==> src/rtl/cpu_trace_pkg.sv <==
// Shared types and helpers for the CPU instruction-trace buffer.
// Contents: capture state enum, opcode field width, record width helper.
package cpu_trace_pkg;

  localparam int unsigned OPCODE_W = 6;

  typedef enum logic [1:0] {
    TR_IDLE    = 2'd0,
    TR_CAPTURE = 2'd1,
    TR_DONE    = 2'd2
  } tr_state_e;

  // Width of one stored {pc, instr} record.
  function automatic int unsigned rec_width(input int unsigned pc_w, input int unsigned instr_w);
    return pc_w + instr_w;
  endfunction

endpackage

==> src/rtl/trace_ram.sv <==
// Simple dual-port trace storage: one synchronous write port, one
// asynchronous read port. Contents are not reset.
// Ports: clk, we/waddr/wdata (write), raddr/rdata (combinational read).
module trace_ram #(
  parameter int unsigned DEPTH = 64,
  parameter int unsigned WIDTH = 64,
  localparam int unsigned AW   = $clog2(DEPTH)
) (
  input  logic             clk,
  input  logic             we,
  input  logic [AW-1:0]    waddr,
  input  logic [WIDTH-1:0] wdata,
  input  logic [AW-1:0]    raddr,
  output logic [WIDTH-1:0] rdata
);

  logic [WIDTH-1:0] mem [DEPTH];

  // Write port.
  always_ff @(posedge clk) begin
    if (we) mem[waddr] <= wdata;
  end

  // Asynchronous read port.
  assign rdata = mem[raddr];

endmodule

==> src/rtl/cpu_trace_buffer.sv <==
// Instruction-trace capture buffer for the single-cycle CPU.
// Records {pc, instr} per retired cycle into a circular buffer in one-shot
// (first N samples) or ring (last N samples until stop) mode, then drains
// the records oldest-first over a valid/ready port.
// Optional build macro TRACE_OPCODE_FILTER_EN adds filt_op/filt_mask inputs
// (sampled on arm) that restrict capture to matching opcodes.
// Ports:
//   clk, reset (async, active-low)
//   pc, instr, sample_en           retired-instruction sample
//   arm, mode, limit, stop         capture control
//   rd_valid, rd_data, rd_ready    drain port
//   count, busy, overflow          status
module cpu_trace_buffer
  import cpu_trace_pkg::*;
#(
  parameter int unsigned PC_W    = 32,
  parameter int unsigned INSTR_W = 32,
  parameter int unsigned DEPTH   = 64,
  localparam int unsigned AW     = $clog2(DEPTH),
  localparam int unsigned CW     = AW + 1,
  localparam int unsigned RW     = rec_width(PC_W, INSTR_W)
) (
  input  logic                clk,
  input  logic                reset,
  input  logic [PC_W-1:0]     pc,
  input  logic [INSTR_W-1:0]  instr,
  input  logic                sample_en,
  input  logic                arm,
  input  logic                mode,
  input  logic [CW-1:0]       limit,
  input  logic                stop,
`ifdef TRACE_OPCODE_FILTER_EN
  input  logic [OPCODE_W-1:0] filt_op,
  input  logic [OPCODE_W-1:0] filt_mask,
`endif
  output logic                rd_valid,
  output logic [RW-1:0]       rd_data,
  input  logic                rd_ready,
  output logic [CW-1:0]       count,
  output logic                busy,
  output logic                overflow
);

  localparam logic [CW-1:0] DEPTH_C = CW'(DEPTH);

  tr_state_e     state, state_n;
  logic [AW-1:0] wr_ptr, wr_ptr_n;
  logic [AW-1:0] rd_ptr, rd_ptr_n;
  logic [CW-1:0] count_n;
  logic [CW-1:0] lim_q, lim_n;
  logic          mode_q, mode_n;
  logic          overflow_n;
  logic          rd_valid_n;
  logic          busy_n;
  logic          wr_en;
  logic          hit;

`ifdef TRACE_OPCODE_FILTER_EN
  logic [OPCODE_W-1:0] fop_q, fop_n;
  logic [OPCODE_W-1:0] fmask_q, fmask_n;

  // Masked opcode compare; a zero mask accepts everything.
  assign hit = ((instr[INSTR_W-1 -: OPCODE_W] ^ fop_q) & fmask_q) == '0;

  always_ff @(posedge clk or negedge reset) begin
    if (!reset) begin
      fop_q   <= '0;
      fmask_q <= '0;
    end else begin
      fop_q   <= fop_n;
      fmask_q <= fmask_n;
    end
  end
`else
  assign hit = 1'b1;
`endif

  // State, pointer and status registers.
  always_ff @(posedge clk or negedge reset) begin
    if (!reset) begin
      state    <= TR_IDLE;
      wr_ptr   <= '0;
      rd_ptr   <= '0;
      count    <= '0;
      lim_q    <= DEPTH_C;
      mode_q   <= 1'b0;
      overflow <= 1'b0;
      rd_valid <= 1'b0;
      busy     <= 1'b0;
    end else begin
      state    <= state_n;
      wr_ptr   <= wr_ptr_n;
      rd_ptr   <= rd_ptr_n;
      count    <= count_n;
      lim_q    <= lim_n;
      mode_q   <= mode_n;
      overflow <= overflow_n;
      rd_valid <= rd_valid_n;
      busy     <= busy_n;
    end
  end

  // Next-state, pointer and write-enable logic.
  always_comb begin
    state_n    = state;
    wr_ptr_n   = wr_ptr;
    rd_ptr_n   = rd_ptr;
    count_n    = count;
    lim_n      = lim_q;
    mode_n     = mode_q;
    overflow_n = overflow;
    wr_en      = 1'b0;
`ifdef TRACE_OPCODE_FILTER_EN
    fop_n      = fop_q;
    fmask_n    = fmask_q;
`endif

    if (arm) begin
      // Arm restarts from any state and overrides stop/sample_en.
      state_n    = TR_CAPTURE;
      wr_ptr_n   = '0;
      rd_ptr_n   = '0;
      count_n    = '0;
      overflow_n = 1'b0;
      mode_n     = mode;
      lim_n      = (limit == '0 || limit > DEPTH_C) ? DEPTH_C : limit;
`ifdef TRACE_OPCODE_FILTER_EN
      fop_n      = filt_op;
      fmask_n    = filt_mask;
`endif
    end else begin
      unique case (state)
        TR_CAPTURE: begin
          if (sample_en && hit) begin
            wr_en    = 1'b1;
            wr_ptr_n = wr_ptr + AW'(1);
            if (mode_q && count == DEPTH_C) begin
              // Ring full: overwrite the oldest entry.
              rd_ptr_n   = rd_ptr + AW'(1);
              overflow_n = 1'b1;
            end else begin
              count_n = count + CW'(1);
            end
            if (!mode_q && (count + CW'(1)) == lim_q) state_n = TR_DONE;
          end
          if (stop) state_n = TR_DONE;
        end
        TR_DONE: begin
          if (count == '0) begin
            state_n = TR_IDLE;
          end else if (rd_valid && rd_ready) begin
            rd_ptr_n = rd_ptr + AW'(1);
            count_n  = count - CW'(1);
            if (count == CW'(1)) state_n = TR_IDLE;
          end
        end
        default: state_n = TR_IDLE;
      endcase
    end

    rd_valid_n = (state_n == TR_DONE) && (count_n != '0);
    busy_n     = (state_n == TR_CAPTURE);
  end

  trace_ram #(
    .DEPTH (DEPTH),
    .WIDTH (RW)
  ) u_ram (
    .clk   (clk),
    .we    (wr_en),
    .waddr (wr_ptr),
    .wdata ({pc, instr}),
    .raddr (rd_ptr),
    .rdata (rd_data)
  );

endmodule
==> config.mk <==
export PLATFORM = sky130hd
export DESIGN_NAME = cpu_trace_buffer
export DESIGN_NICKNAME = d
export VERILOG_FILES = /design/src/rtl/cpu_trace_pkg.sv /design/src/rtl/trace_ram.sv /design/src/rtl/cpu_trace_buffer.sv
export SDC_FILE = /design/constraint.sdc
export NUM_CORES = 2
export LEC_CHECK = 0
export CORE_MARGIN = 2
export CORE_UTILIZATION = 50
export CTS_CLUSTER_DIAMETER = 80
export DETAILED_ROUTE_END_ITERATION = 7
export PLACE_DENSITY = 0.66
export REMOVE_ABC_BUFFERS = 1
export SYNTH_ARGS = -nofsm -noshare
export SYNTH_HDL_FRONTEND = slang
export SYNTH_SLANG_ARGS = --single-unit
==> constraint.sdc <==
create_clock -name clk -period 10.7 [get_ports clk]
set_clock_uncertainty 0.2 [all_clocks]
set_input_delay 1.605 -clock clk [delete_from_list [all_inputs] [get_ports clk]]
set_output_delay 1.605 -clock clk [all_outputs]
set_load 0.1 [all_outputs]
# Word-level counts from Yosys, hierarchy flattened
# Memory sizes are Yosys's and may differ from the RTL's.
# Cells that the tools add are included.
# W data, S select, Z words.
op_classes:
  n_mux: 33
  n_reduce_logical: 16
  n_lt_le_gt_ge: 1
  addsub: 4
  n_eq_ne: 11
ops:
  columns: ["op", "n"]
  rows:
  - ["$mux W6", 8]
  - ["$mux W7", 6]
  - ["$logic_not A7 Y1", 2]
  - ["$mux W2", 7]
  - ["$pmux W7 S2", 1]
  - ["$add A6 B1 Y6 const B", 2]
  - ["$ne A3 B3 Y1 const B", 4]
  - ["$pmux W6 S2", 1]
  - ["$mux W1", 9]
  - ["$add A7 B1 Y7 const B", 1]
  - ["$eq A7 B1 Y1 const B", 1]
  - ["$eq A7 B7 Y1", 1]
  - ["$eq A7 B7 Y1 const B", 1]
  - ["$gt A7 B7 Y1 const B", 1]
  - ["$reduce_bool A7 Y1", 1]
  - ["$sub A7 B1 Y7 const B", 1]
  - ["$reduce_bool A2 Y1", 3]
  - ["$reduce_and A5 Y1", 1]
  - ["$eq A2 B1 Y1 const B", 2]
  - ["$eq A2 B2 Y1 const B", 2]
  - ["$logic_and A1 B1 Y1", 4]
  - ["$pmux W2 S2", 1]
  - ["$reduce_and A3 Y1", 1]
  - ["$reduce_bool A3 Y1", 1]
  - ["3 further kinds", 3]
totals:
  n_memories: 1
  ramBits: 4096
  regBits: 32
  output_inout_bits: 74
  in_bits: 78
mem_list:
  columns: ["name", "depth", "width", "read_ports", "rd_clocked_by_memory_dff", "wr", "line", "text"]
  rows:
  - ["u_ram.mem", 64, 64, 1, 0, 1, "trace_ram.sv:17", "logic [WIDTH-1:0] mem [DEPTH];"]

# Logic depth before layout (Yosys ltp)
logic_depth:
  word_depth: 10
  depth_mapped: 10
  mapped_depth_nobuf: 8

# Cells and area by module
# A second synthesis with hierarchy kept.
unflattened:
  hier_cells: 6765
  area_unflattened_um2: 157198.3
by_module_without_submodules:
  columns: ["module", "seq_area_each_um2", "cells_per_inst", "instances", "area_each_um2"]
  rows:
  - ["trace_ram", 122998.0, 6534, 1, 155067.5]
  - ["cpu_trace_buffer", 802.0, 231, 1, 2130.8]

# Worst setup path before layout
# OpenSTA, ideal clock, no wires.
synth_path:
  path_kind: "input-to-reg"
  start: "in arm"
  end: "mem u_ram.mem[40][0], enable pin"
  t_arrival_ps: 6518
  required_ps: 9935
  path_buffers: 1
  path_slack_ps: 3418
  path_stages: 4
  cell_sequence: "clkbuf_1 > nor3_1 > nand2b_1 > nor3_1"
synth_via:
  elab_chain_len: 3
synth_rtl:
  columns: ["item", "line", "text"]
  rows:
  - ["start, declared", "cpu_trace_buffer.sv:28", "input logic arm,"]
  - ["$mux W1", "cpu_trace_buffer.sv:118", "if (arm) begin"]
  - ["$mux W1", "trace_ram.sv:21", "if (we) mem[waddr] <= wdata;"]
  - ["$mux W1 (implied by the code)", "trace_ram.sv:21", null]
  - ["end, declared", "trace_ram.sv:17", null]
# No other way between the ends.

# Final worst setup path
layout_path:
  start: "reg rd_ptr[1]"
  end: "out rd_data[17]"
layout_via:
  elab_chain_len: 1
layout_rtl:
  columns: ["item", "line", "text"]
  rows:
  - ["start, declared", "cpu_trace_buffer.sv:48", "logic [AW-1:0] rd_ptr, rd_ptr_n;"]
  - ["start signal, assigned", "cpu_trace_buffer.sv:93", "rd_ptr <= rd_ptr_n;"]
  - ["$mem_v2 Z64 W64", null, null]
  - ["end, declared", "cpu_trace_buffer.sv:37", "output logic [RW-1:0] rd_data,"]
# No other way between the ends.

==> results_dict.tcl <==
set metrics [dict create \
    outcome "completed" \
    timing.critical_path.mode_cell "mux4_2" \
    utilization 0.570 \
    grt_pass1_vias 73100 \
    ys_types 61 \
    post-dp-hpwl_mm 202 \
    grt_pass1_wl_mm 581 \
    drc 0 \
    htreeDepth 5 \
    period_needed_ns 7.59 \
    holdWs_ns 0.317 \
    grtUsageTotal 0.264 \
    preCtsSetupSlack_ns 4.00 \
    arrival_ns 5.78 \
    rsz0062_at_grt "no" \
    syn_avg_cell_area_sq_um 25.9 \
    die_w_um 564 \
    vias 73400 \
    r2r_slack_ns 5.39 \
    drive_gt1_frac 0.326 \
    clkSinkCount 4128 \
    wl_met1_mm 160 \
    routed_via_density 6.68 \
    firstDrtPassIters 5 \
    setup_slack_ns 3.11 \
    critPathTopFamily "buffers and inverters" \
    path_cells "buf_12, buf_4, mux4_2, mux4_2, mux4_2, clkdlybuf4s50_1" \
    setup_viol 0 \
    cts_buffer_depth 4 \
    drtIter0Drc 11700 \
    grt_max_degree 140 \
    fmax_ghz 0.132 \
    dieHeight_um 564 \
    synth_ff_type "edfxtp_1" \
    hp-class "reg -> reg" \
    ios 152 \
    yosys_warnings 0 \
    final.fill_count 21700 \
    worst_setup_path_end_kind "primary output" \
    core_area_sq_mm 0.312 \
    highest_layer "met5" \
    critPathLaunchType "flop" \
    numCtsBuffers 410 \
    min_to "lim_q[6]" \
    slowest_stage "clkdlybuf4s50_1" \
    final_area_sq_mm 0.178 \
    critical_path_required_ns 8.90 \
    area_growth_pct 13.2 \
    clk_pin_slew_ns 0.06 \
    antenna_found_initial 28 \
    placedInstanceArea_sq_mm 0.165 \
    power_mw 32.5 \
    routed-wl-met3_mm 43.5 \
    clkLatencyLatePin_ns 0.98 \
    portBuffers 151 \
    irDropWorstVdd_mv 0.154 \
    synth_edf_count 4096 \
    r2r_cells 7 \
    cp_slowest_stage_delay_ns 1.01 \
    r2r-end "u_ram.mem[63][3]" \
    start_util 0.503 \
    synth_seq_cells 4128 \
    placementRows 205 \
    ys_seq_area_frac 0.788 \
    finalMaxSlewViolations 0 \
    hold_path.startpoint "lim_q[6]" \
    wl_per_cell_um 38.3 \
    clockRootBuffer "clkbuf_16" \
    powerDensity_mw_per_mm2 183 \
    cts_tree "done" \
    hold_buffers 0 \
    maxCapViolCount 0 \
    finalNetCount 6602 \
    overflow 0 \
    path_buf_inv 3 \
    cts_setup_buffers 0 \
    worstSetupPathType "reg -> out" \
    ant_nets 0 \
    place.gp.congestion 0.779 \
    syn_area_sq_mm 0.157 \
    reg2reg_from "state[1]" \
    slew_headroom 0.0300 \
    worstPathMaxFanout 139 \
    synth_cells 6070 \
    multi_input_area_sq_mm 0.0323 \
    register_area_sq_mm 0.124 \
    hold_viol_final 0 \
    wl_met2_mm 208 \
    async_flop_share 0.00775 \
    post-route-period-util 0.709 \
    dieArea_sq_mm 0.319 \
    hold_depth 2 \
    cts_resized 0 \
    worstMarginPinSlew_ns 1.45 \
    routed_wirelength_mm 421 \
    p_leak_nw 52.6 \
]
power by group:
part	switching (mW)	internal, mW
Combinational	0.409	0.149
Clock	6.01	8.16
Sequential	0.0105	17.8
Total	6.43	26.1
how the worst max path moves through the flow:
stage | end | from | cells past startpoint
global placement | rd_data[23] | rd_ptr[0] | 6
detailed placement | rd_data[23] | rd_ptr[0] | 6
finish | rd_data[17] | rd_ptr[1] | 6
global route | rd_data[25] | rd_ptr[0] | 6
floorplan | rd_data[0] | rd_ptr[0] | 3
CTS | rd_data[23] | rd_ptr[0] | 6
cell families (layout without fill, tap and decap cells):
| kind of cell | Yosys count | in the layout | synth area share |
|---|---|---|---|
| other cells | 0 | 9 | 0 |
| flops | 4128 | 4128 | 0.788 |
| buf+inv | 329 | 1093 | 0.00865 |
| simple gates | 179 | 179 | 0.00530 |
| compound gates | 63 | 63 | 0.00296 |
| xor+xnor | 17 | 17 | 0.00104 |
| mux | 1346 | 1346 | 0.193 |
| fa+ha+maj | 8 | 8 | 0.000638 |
placed cells by master, fill, tap and decap left out, types with 10 or more instances in the layout:
cell	count
edfxtp_1	4096
mux4_2	1344
clkbuf_16	417
buf_4	172
clkdlybuf4s50_1	120
clkinv_1	93
clkinv_2	75
clkbuf_1	68
nor2_4	62
bufinv_16	43
buf_12	32
buf_2	30
nand2_1	29
nor2_1	25
dfrtp_1	25
a21oi_1	14
xor2_1	11
clkinvlp_4	10
worst register-to-register path, delay by kind of cell (launching register included):
family                   cells  cell delay [ns]
AND/OR/NAND/NOR              4             2.84
flip-flops                   1             0.40
buffers and inverters        2             1.01
adder cells (fa/ha/maj)      1             0.36
flip-flops by register name, indices dropped and copies added, names as in the netlist:
name	count
busy	1
overflow	1
rd_valid	1
u_ram.mem	4096
wr_ptr	6
lim_q	7
state	2
rd_ptr	6
count	7
mode_q	1
routing by layer:
layer / GRT usage / vias up
met5: 0 / -
met4: 0.0643 / 12
met3: 0.0522 / 682
met2: 0.426 / 4490
met1: 0.376 / 40600
li1: - / 27600
synthesized netlist by cell type (9+ instances only):
master / n / area, sq um
mux4_2: 1344 / 30300
clkbuf_1: 196 / 736
nand2_1: 29 / 109
buf_2: 65 / 325
buf_1: 51 / 191
xor2_1: 11 / 96.3
nor2_1: 87 / 327
a21oi_1: 14 / 70.1
edfxtp_1: 4096 / 123000
o21ai_0: 9 / 45.0
dfrtp_1: 31 / 776
stage by stage:
step	std cells	setup TNS [ns]
after floorplan	5749	-2227.42
after global placement	10200	0
after detailed placement	10200	0
after CTS	11000	0
after global routing	11000	0
final	11000	0
area by class of cell:
cell class / instances / share of cell area
inverters: 8 / 0.000169
flip-flops and latches: 4128 / 0.696
well taps: 4140 / 0.0291
multi-input cells: 1613 / 0.182
diodes: 9 / 0.000127
clock inverters: 245 / 0.0138
repair buffers: 355 / 0.0185
clock buffers: 485 / 0.0601
Note: power is estimated with default switching activity, not from simulation.
